===== config.mk =====
export PLATFORM = sky130hd
export DESIGN_NAME = agc_cdu_interface
export DESIGN_NICKNAME = d
export VERILOG_FILES = /design/src/rtl/agc_cdu_interface.sv
export SDC_FILE = /design/constraint.sdc
export NUM_CORES = 1
export LEC_CHECK = 0
export CORE_MARGIN = 4
export CORE_UTILIZATION = 30
export CTS_BUF_LIST = sky130_fd_sc_hd__clkbuf_8 sky130_fd_sc_hd__clkbuf_16
export CTS_CLUSTER_SIZE = 14
export DETAILED_ROUTE_END_ITERATION = 8
export GPL_TIMING_DRIVEN = 1
export SYNTH_ARGS = -nofsm -noshare
export SYNTH_HDL_FRONTEND = slang
export SYNTH_SLANG_ARGS = --single-unit
export TNS_END_PERCENT = 20

===== constraint.sdc =====
create_clock -name clk -period 2.9 [get_ports clk]
set_clock_uncertainty 0.2 [all_clocks]
set_input_delay 0.29 -clock clk [delete_from_list [all_inputs] [get_ports clk]]
set_output_delay 0.29 -clock clk [all_outputs]
set_load 0.01 [all_outputs]

===== src/rtl/agc_cdu_interface.sv =====
// AGC-side CDU interface: CLOCKH divider, moding discretes and +/- angle pulse counter.
// Optional pulse-rate checker enabled by defining CDU_PULSE_RATE_CHECK_EN.
`timescale 1ns/1ps

module agc_cdu_interface #(
    parameter int unsigned CLKH_LOW    = 38,
    parameter int unsigned CLKH_HIGH   = 212,
    parameter int unsigned CNT_W       = 15,
    parameter int unsigned SYNC_STAGES = 2
`ifdef CDU_PULSE_RATE_CHECK_EN
    ,
    parameter int unsigned MIN_GAP     = 8
`endif
) (
    input  logic             clk,
    input  logic             rst_n,
    output logic             CLOCKH,
    input  logic             cdu_plus,
    input  logic             cdu_minus,
    input  logic             ca_req,
    input  logic             zero_req,
    input  logic             eec_req,
    output logic             AGCCA,
    output logic             AGCZ,
    output logic             AGCEEC,
    output logic [CNT_W-1:0] cdu_count,
    output logic             cnt_wrap,
    output logic             rate_err
);

    localparam int unsigned DIV_MAX = (CLKH_LOW > CLKH_HIGH) ? CLKH_LOW : CLKH_HIGH;
    localparam int unsigned DIV_W   = $clog2(DIV_MAX + 1);

    typedef enum logic [0:0] {StLow, StHigh} clkh_state_e;

    clkh_state_e      r_state, w_state_next;
    logic [DIV_W-1:0] r_div, w_div_next;
    logic             r_clkh;

    always_ff @(posedge clk) begin
        if (!rst_n) begin
            r_state <= StLow;
            r_div   <= '0;
            r_clkh  <= 1'b0;
        end else begin
            r_state <= w_state_next;
            r_div   <= w_div_next;
            r_clkh  <= (w_state_next == StHigh);
        end
    end

    always_comb begin
        w_state_next = r_state;
        w_div_next   = r_div + 1'b1;
        unique case (r_state)
            StLow: begin
                if (r_div == DIV_W'(CLKH_LOW - 1)) begin
                    w_state_next = StHigh;
                    w_div_next   = '0;
                end
            end
            StHigh: begin
                if (r_div == DIV_W'(CLKH_HIGH - 1)) begin
                    w_state_next = StLow;
                    w_div_next   = '0;
                end
            end
            default: begin
                w_state_next = StLow;
                w_div_next   = '0;
            end
        endcase
    end

    logic r_agcca, r_agcz, r_agceec;

    always_ff @(posedge clk) begin
        if (!rst_n) begin
            r_agcca  <= 1'b0;
            r_agcz   <= 1'b0;
            r_agceec <= 1'b0;
        end else begin
            r_agcca  <= ca_req;
            r_agcz   <= zero_req;
            r_agceec <= eec_req;
        end
    end

    // Pulse lines are asynchronous to clk; synchronize before edge detection.
    logic [SYNC_STAGES-1:0] r_plus_sync, r_minus_sync;
    logic                   r_plus_prev, r_minus_prev;
    logic                   w_edge_p, w_edge_m;

    always_ff @(posedge clk) begin
        if (!rst_n) begin
            r_plus_sync  <= '0;
            r_minus_sync <= '0;
            r_plus_prev  <= 1'b0;
            r_minus_prev <= 1'b0;
        end else begin
            r_plus_sync  <= {r_plus_sync[SYNC_STAGES-2:0], cdu_plus};
            r_minus_sync <= {r_minus_sync[SYNC_STAGES-2:0], cdu_minus};
            r_plus_prev  <= r_plus_sync[SYNC_STAGES-1];
            r_minus_prev <= r_minus_sync[SYNC_STAGES-1];
        end
    end

    assign w_edge_p = r_plus_sync[SYNC_STAGES-1] & ~r_plus_prev;
    assign w_edge_m = r_minus_sync[SYNC_STAGES-1] & ~r_minus_prev;

    logic [CNT_W-1:0] r_cnt, w_cnt_next;
    logic             r_wrap, w_wrap_next;

    always_comb begin
        w_cnt_next  = r_cnt;
        w_wrap_next = 1'b0;
        if (r_agcz) begin
            w_cnt_next = '0;
        end else if (w_edge_p && !w_edge_m) begin
            w_cnt_next  = r_cnt + 1'b1;
            w_wrap_next = &r_cnt;
        end else if (w_edge_m && !w_edge_p) begin
            w_cnt_next  = r_cnt - 1'b1;
            w_wrap_next = ~|r_cnt;
        end
    end

    always_ff @(posedge clk) begin
        if (!rst_n) begin
            r_cnt  <= '0;
            r_wrap <= 1'b0;
        end else begin
            r_cnt  <= w_cnt_next;
            r_wrap <= w_wrap_next;
        end
    end

`ifdef CDU_PULSE_RATE_CHECK_EN
    localparam int unsigned GAP_W = $clog2(MIN_GAP + 1);

    logic [GAP_W-1:0] r_gap;
    logic             r_rate_err;
    logic             w_any_edge;

    assign w_any_edge = w_edge_p | w_edge_m;

    // Gap starts saturated so the first edge after reset is always legal.
    always_ff @(posedge clk) begin
        if (!rst_n) begin
            r_gap      <= GAP_W'(MIN_GAP);
            r_rate_err <= 1'b0;
        end else if (w_any_edge) begin
            r_gap <= GAP_W'(1);
            if (r_gap < GAP_W'(MIN_GAP)) begin
                r_rate_err <= 1'b1;
            end
        end else if (r_gap < GAP_W'(MIN_GAP)) begin
            r_gap <= r_gap + 1'b1;
        end
    end

    assign rate_err = r_rate_err;
`else
    assign rate_err = 1'b0;
`endif

    assign CLOCKH    = r_clkh;
    assign AGCCA     = r_agcca;
    assign AGCZ      = r_agcz;
    assign AGCEEC    = r_agceec;
    assign cdu_count = r_cnt;
    assign cnt_wrap  = r_wrap;

endmodule


==> load_flow_metrics.sql, run 1 <==
INSERT INTO impl_metrics (metric_group, metric, value, unit) VALUES
('sta', 'rsz0062_at_grt', 'true', ''),
('synthesis', 'synthTopCellsByArea', 'sky130_fd_sc_hd__dfxtp_1, sky130_fd_sc_hd__ha_1, sky130_fd_sc_hd__nor2_1', ''),
('global_routing', 'globalRouteOverflowTotal', '0', ''),
('worst_setup_path', 'timing.critical_path.slowest_stage_cell', 'sky130_fd_sc_hd__or4_1', ''),
('synthesis', 'main_combinational_cell_family_by_area_after_synthesis', 'simple AND/OR/NAND/NOR gates', ''),
('detailed_routing', 'remaining_antenna_violation_count_after_routing', '0', ''),
('worst_setup_path', 'cp.required', '2.88', 'ns'),
('detailed_routing', 'drc_markers', '0', ''),
('synthesis', 'synthesis.instances', '234', ''),
('floorplanning', 'rows', '29', ''),
('clocking', 'numClockSinks', '34', ''),
('worst_setup_path', 'crit_path_max_incr_delay', '0.45', 'ns'),
('worst_setup_path', 'worst_r2r_startpoint', 'r_plus_prev$_SDFF_PN0_', ''),
('global_routing', 'grt_first_pass_wirelength', '8160', 'µm'),
('worst_setup_path', 'worstSetupPathType', 'reg2reg', ''),
('worst_setup_path', 'critical-path-top-delay-family', 'simple AND/OR/NAND/NOR gates', ''),
('hold_path', 'hold_path.class', 'reg2reg', ''),
('synthesis', 'synth-async-reset-ratio', '0', '%'),
('detailed_routing', 'detail_route.vias_per_cell', '5.11', ''),
('clocking', 'hold_bufs_inserted_after_cts', '0', ''),
('power_and_ir_drop', 'p_leak', '1.10', 'nW'),
('synthesis', 'post_synth_fa_ha_maj_area_fraction', '12.6', '%'),
('status', 'run_status', 'complete, no violations', ''),
('floorplanning', 'core-area', '6490', 'µm²'),
('floorplanning', 'boundaryPins', '28', ''),
('hold_path', 'holdPathStages', '1', ''),
('job', 'maxCapViolations', '0', ''),
('detailed_routing', 'detail_route.wirelength', '5250', 'µm'),
('global_routing', 'pin_count_of_the_biggest_net_entering_global_routing', '17', ''),
('floorplanning', 'die_h', '90.7', 'µm'),
('finish', 'total_area_of_multi_input_combinational_cells', '1370', 'µm²'),
('global_routing', 'first_global_vias', '1686', ''),
('finish', 'antennaDiodeCount', '0', ''),
('synthesis', 'post_synth_mux_area_share', '1.46', '%'),
('synthesis', 'fraction_of_synthesized_cell_area_in_xor_and_xnor_cells', '7.68', '%'),
('worst_setup_path', 'reg2reg_slack', '0.07', 'ns'),
('sta', 'finalMaxSlewViolations', '0', ''),
('synthesis', 'post_synth.cell_area_avg', '8.77', 'µm²'),
('sta', 'hold_violations', '0', ''),
('sta', 'period_share', '97.5', '%'),
('worst_setup_path', 'reg_to_reg_critical_path_endpoint', 'cdu_count[14]$_SDFFE_PP0P_', ''),
('finish', 'fin_nets', '307', ''),
('floorplanning', 'initial_util', '31.6', '%'),
('global_routing', 'grt_antenna_before_repair', '0', ''),
('finish', 'fillCellCount', '639', ''),
('detailed_routing', 'drt-initial-drc-count', '121', ''),
('synthesis', 'synth.largest_area_cell', 'sky130_fd_sc_hd__dfxtp_1', ''),
('synthesis', 'ys.warnings.count', '0', ''),
('synthesis', 'synth_area_in_compound_gates', '15.9', '%'),
('synthesis', 'share_of_the_synthesized_area_in_the_top_cell_type', '33.2', '%'),
('sta', 'final.hold.worst_slack', '0.234', 'ns'),
('floorplanning', 'die_area', '8230', 'µm²'),
('worst_setup_path', 'cp_cell_sequence', 'nand2b_4 -> inv_1 -> ha_2 -> clkinv_4 -> buf_6 -> buf_4 -> ha_4 -> o21a_1 -> nor2_1 -> o21bai_4 -> o211a_1 -> or4_1 -> and3_1', ''),
('sta', 'timing.fmax', '354', 'MHz'),
('synthesis', 'synth-edff-count', '0', ''),
('worst_setup_path', 'cp-start-kind', 'flop', ''),
('sta', 'final.min_clock_period', '2.83', 'ns'),
('place', 'place.port_buffers', '26', ''),
('clocking', 'clock-root-buffer', 'sky130_fd_sc_hd__clkbuf_8', ''),
('power_and_ir_drop', 'cellPowerDensity', '537', 'nW/µm²'),
('worst_setup_path', 'critical_path.n_buffers_inverters', '4', ''),
('sta', 'timing.final.setup_violations', '0', ''),
('finish', 'final_common_cell', 'sky130_fd_sc_hd__dfxtp_1', ''),
('worst_setup_path', 'crit_fanout', '6', ''),
('worst_setup_path', 'crit_arrival', '2.81', 'ns'),
('clocking', 'worstSkewPairLatency', '0.30', 'ns'),
('place', 'dp.final_hpwl', '3570', 'µm'),
('detailed_routing', 'drt-wirelength-per-cell', '14.7', 'µm'),
('finish', 'synthToLayoutAreaGrowth', '32.1', '%'),
('global_routing', 'grtUsageTotal', '12.3', '%'),
('finish', 'register_area', '682', 'µm²');
per-layer routing:
| metal | share of wire (%) | vias to the layer above | wire, µm | GRT usage (%) |
|---|---|---|---|---|
| met5 | 0 | - | 0 | 0 |
| met4 | 2.4 | 0 | 125 | 5.61 |
| met3 | 5.3 | 12 | 279 | 3.25 |
| met2 | 46 | 45 | 2400 | 18.5 |
| met1 | 47 | 844 | 2450 | 16.2 |
| li1 | - | 930 | - | - |
synth_stat cells (2+ instances only):
library cell	count
sky130_fd_sc_hd__or4_1	3
sky130_fd_sc_hd__and2_1	10
sky130_fd_sc_hd__o21bai_1	3
sky130_fd_sc_hd__dfxtp_1	34
sky130_fd_sc_hd__nor2b_1	3
sky130_fd_sc_hd__nor2_1	25
sky130_fd_sc_hd__nor3_1	5
sky130_fd_sc_hd__xor2_1	9
sky130_fd_sc_hd__o21ai_0	5
sky130_fd_sc_hd__nand2_1	10
sky130_fd_sc_hd__nor4b_1	3
sky130_fd_sc_hd__nand2b_1	7
sky130_fd_sc_hd__clkbuf_1	4
sky130_fd_sc_hd__nor4_1	3
sky130_fd_sc_hd__nand3_1	10
sky130_fd_sc_hd__a21o_1	3
sky130_fd_sc_hd__ha_1	19
sky130_fd_sc_hd__o211a_1	2
sky130_fd_sc_hd__a21oi_1	10
sky130_fd_sc_hd__o211ai_1	3
sky130_fd_sc_hd__inv_1	9
sky130_fd_sc_hd__buf_6	3
sky130_fd_sc_hd__nand4_1	11
sky130_fd_sc_hd__mux2i_1	3
sky130_fd_sc_hd__xnor2_1	9
sky130_fd_sc_hd__o21ai_1	6
cells by family (layout without fill, tap and decap cells):
logic type | Yosys count | in the layout
adder cells (fa/ha/maj) | 20 | 20
multiplexers | 3 | 3
other | 1 | 1
flip-flops | 34 | 34
buffers and inverters | 18 | 65
AO/OA/AOI/OAI | 46 | 46
AND/OR/NAND/NOR | 94 | 94
XOR/XNOR | 18 | 18
how the worst max path moves through the flow:
stage	end	slack, ns	cells past startpoint
3_3_place_gp	cdu_count[14]$_SDFFE_PP0P_	0.07	11
2_1_floorplan	cdu_count[14]$_SDFFE_PP0P_	0.06	11
5_1_grt	cdu_count[14]$_SDFFE_PP0P_	-0.04	12
3_5_place_dp	cdu_count[14]$_SDFFE_PP0P_	-0.0004	11
4_1_cts	cdu_count[14]$_SDFFE_PP0P_	0.006	11
6_report	cdu_count[14]$_SDFFE_PP0P_	0.07	13
area by class of cell:
class / count / area share, %
multi-input combinational: 182 / 50.4
sequential: 34 / 25.1
timing repair buffer: 48 / 16.0
tap: 77 / 3.55
clock buffer: 6 / 3.05
inverter: 9 / 1.43
clock inverter: 2 / 0.461
worst reg2reg max path, stage by stage, from the launching register on:
cell and delay (ns):
sky130_fd_sc_hd__dfxtp_1 0.30, sky130_fd_sc_hd__nand2b_4 0.13, sky130_fd_sc_hd__inv_1 0.05, sky130_fd_sc_hd__ha_2 0.20, sky130_fd_sc_hd__clkinv_4 0.10, sky130_fd_sc_hd__buf_6 0.14, sky130_fd_sc_hd__buf_4 0.15, sky130_fd_sc_hd__ha_4 0.26
sky130_fd_sc_hd__o21a_1 0.14, sky130_fd_sc_hd__nor2_1 0.04, sky130_fd_sc_hd__o21bai_4 0.17, sky130_fd_sc_hd__o211a_1 0.22, sky130_fd_sc_hd__or4_1 0.45, sky130_fd_sc_hd__and3_1 0.17
sequential cells by signal, summed over array words and instances (netlist names):
register and cells:
AGCEEC 1, CLOCKH 1, AGCCA 1, cdu_count 15, AGCZ 1, r_plus_prev 1, r_minus_prev 1, cnt_wrap 1
r_div 8, r_minus_sync 2, r_plus_sync 2
through the flow:
step                setup TNS (ns)  instance area (µm²)  instances  worst slack [ns]  total power [W]
floorplan                        0                 2050        234            0.0624         0.000869
global placement                 0                 2450        342            0.0709          0.00102
detailed placement       -0.000405                 2450        342         -0.000405          0.00102
CTS                              0                 2560        350           0.00557          0.00140
global route               -0.0354                 2710        358           -0.0354          0.00154
finish                           0                 2710        358            0.0736          0.00146
power by group:
part | switching, W | total [W] | leakage [nW] | internal, W
logic | 0.000263 | 0.000543 | 0.778 | 0.000279
clock network | 0.000187 | 0.000378 | 0.0472 | 0.000191
registers | 0.0000391 | 0.000535 | 0.278 | 0.000496
total | 0.000490 | 0.00146 | 1.10 | 0.000966
what timing repair did:
action                     4_1_cts  5_1_grt
resized for setup                2       18
setup endpoints to repair        1        1
buffers inserted                 0        8
pin swaps                        1        5
Note: power is estimated with default switching activity, not from simulation.
==> run 2, diff against run 1 <==
Settings changed: ABC_CLOCK_PERIOD_IN_PS from default to 2900.
==> results of run 2 <==
The final DEF is identical to that of run 1; final timing and power are the same.
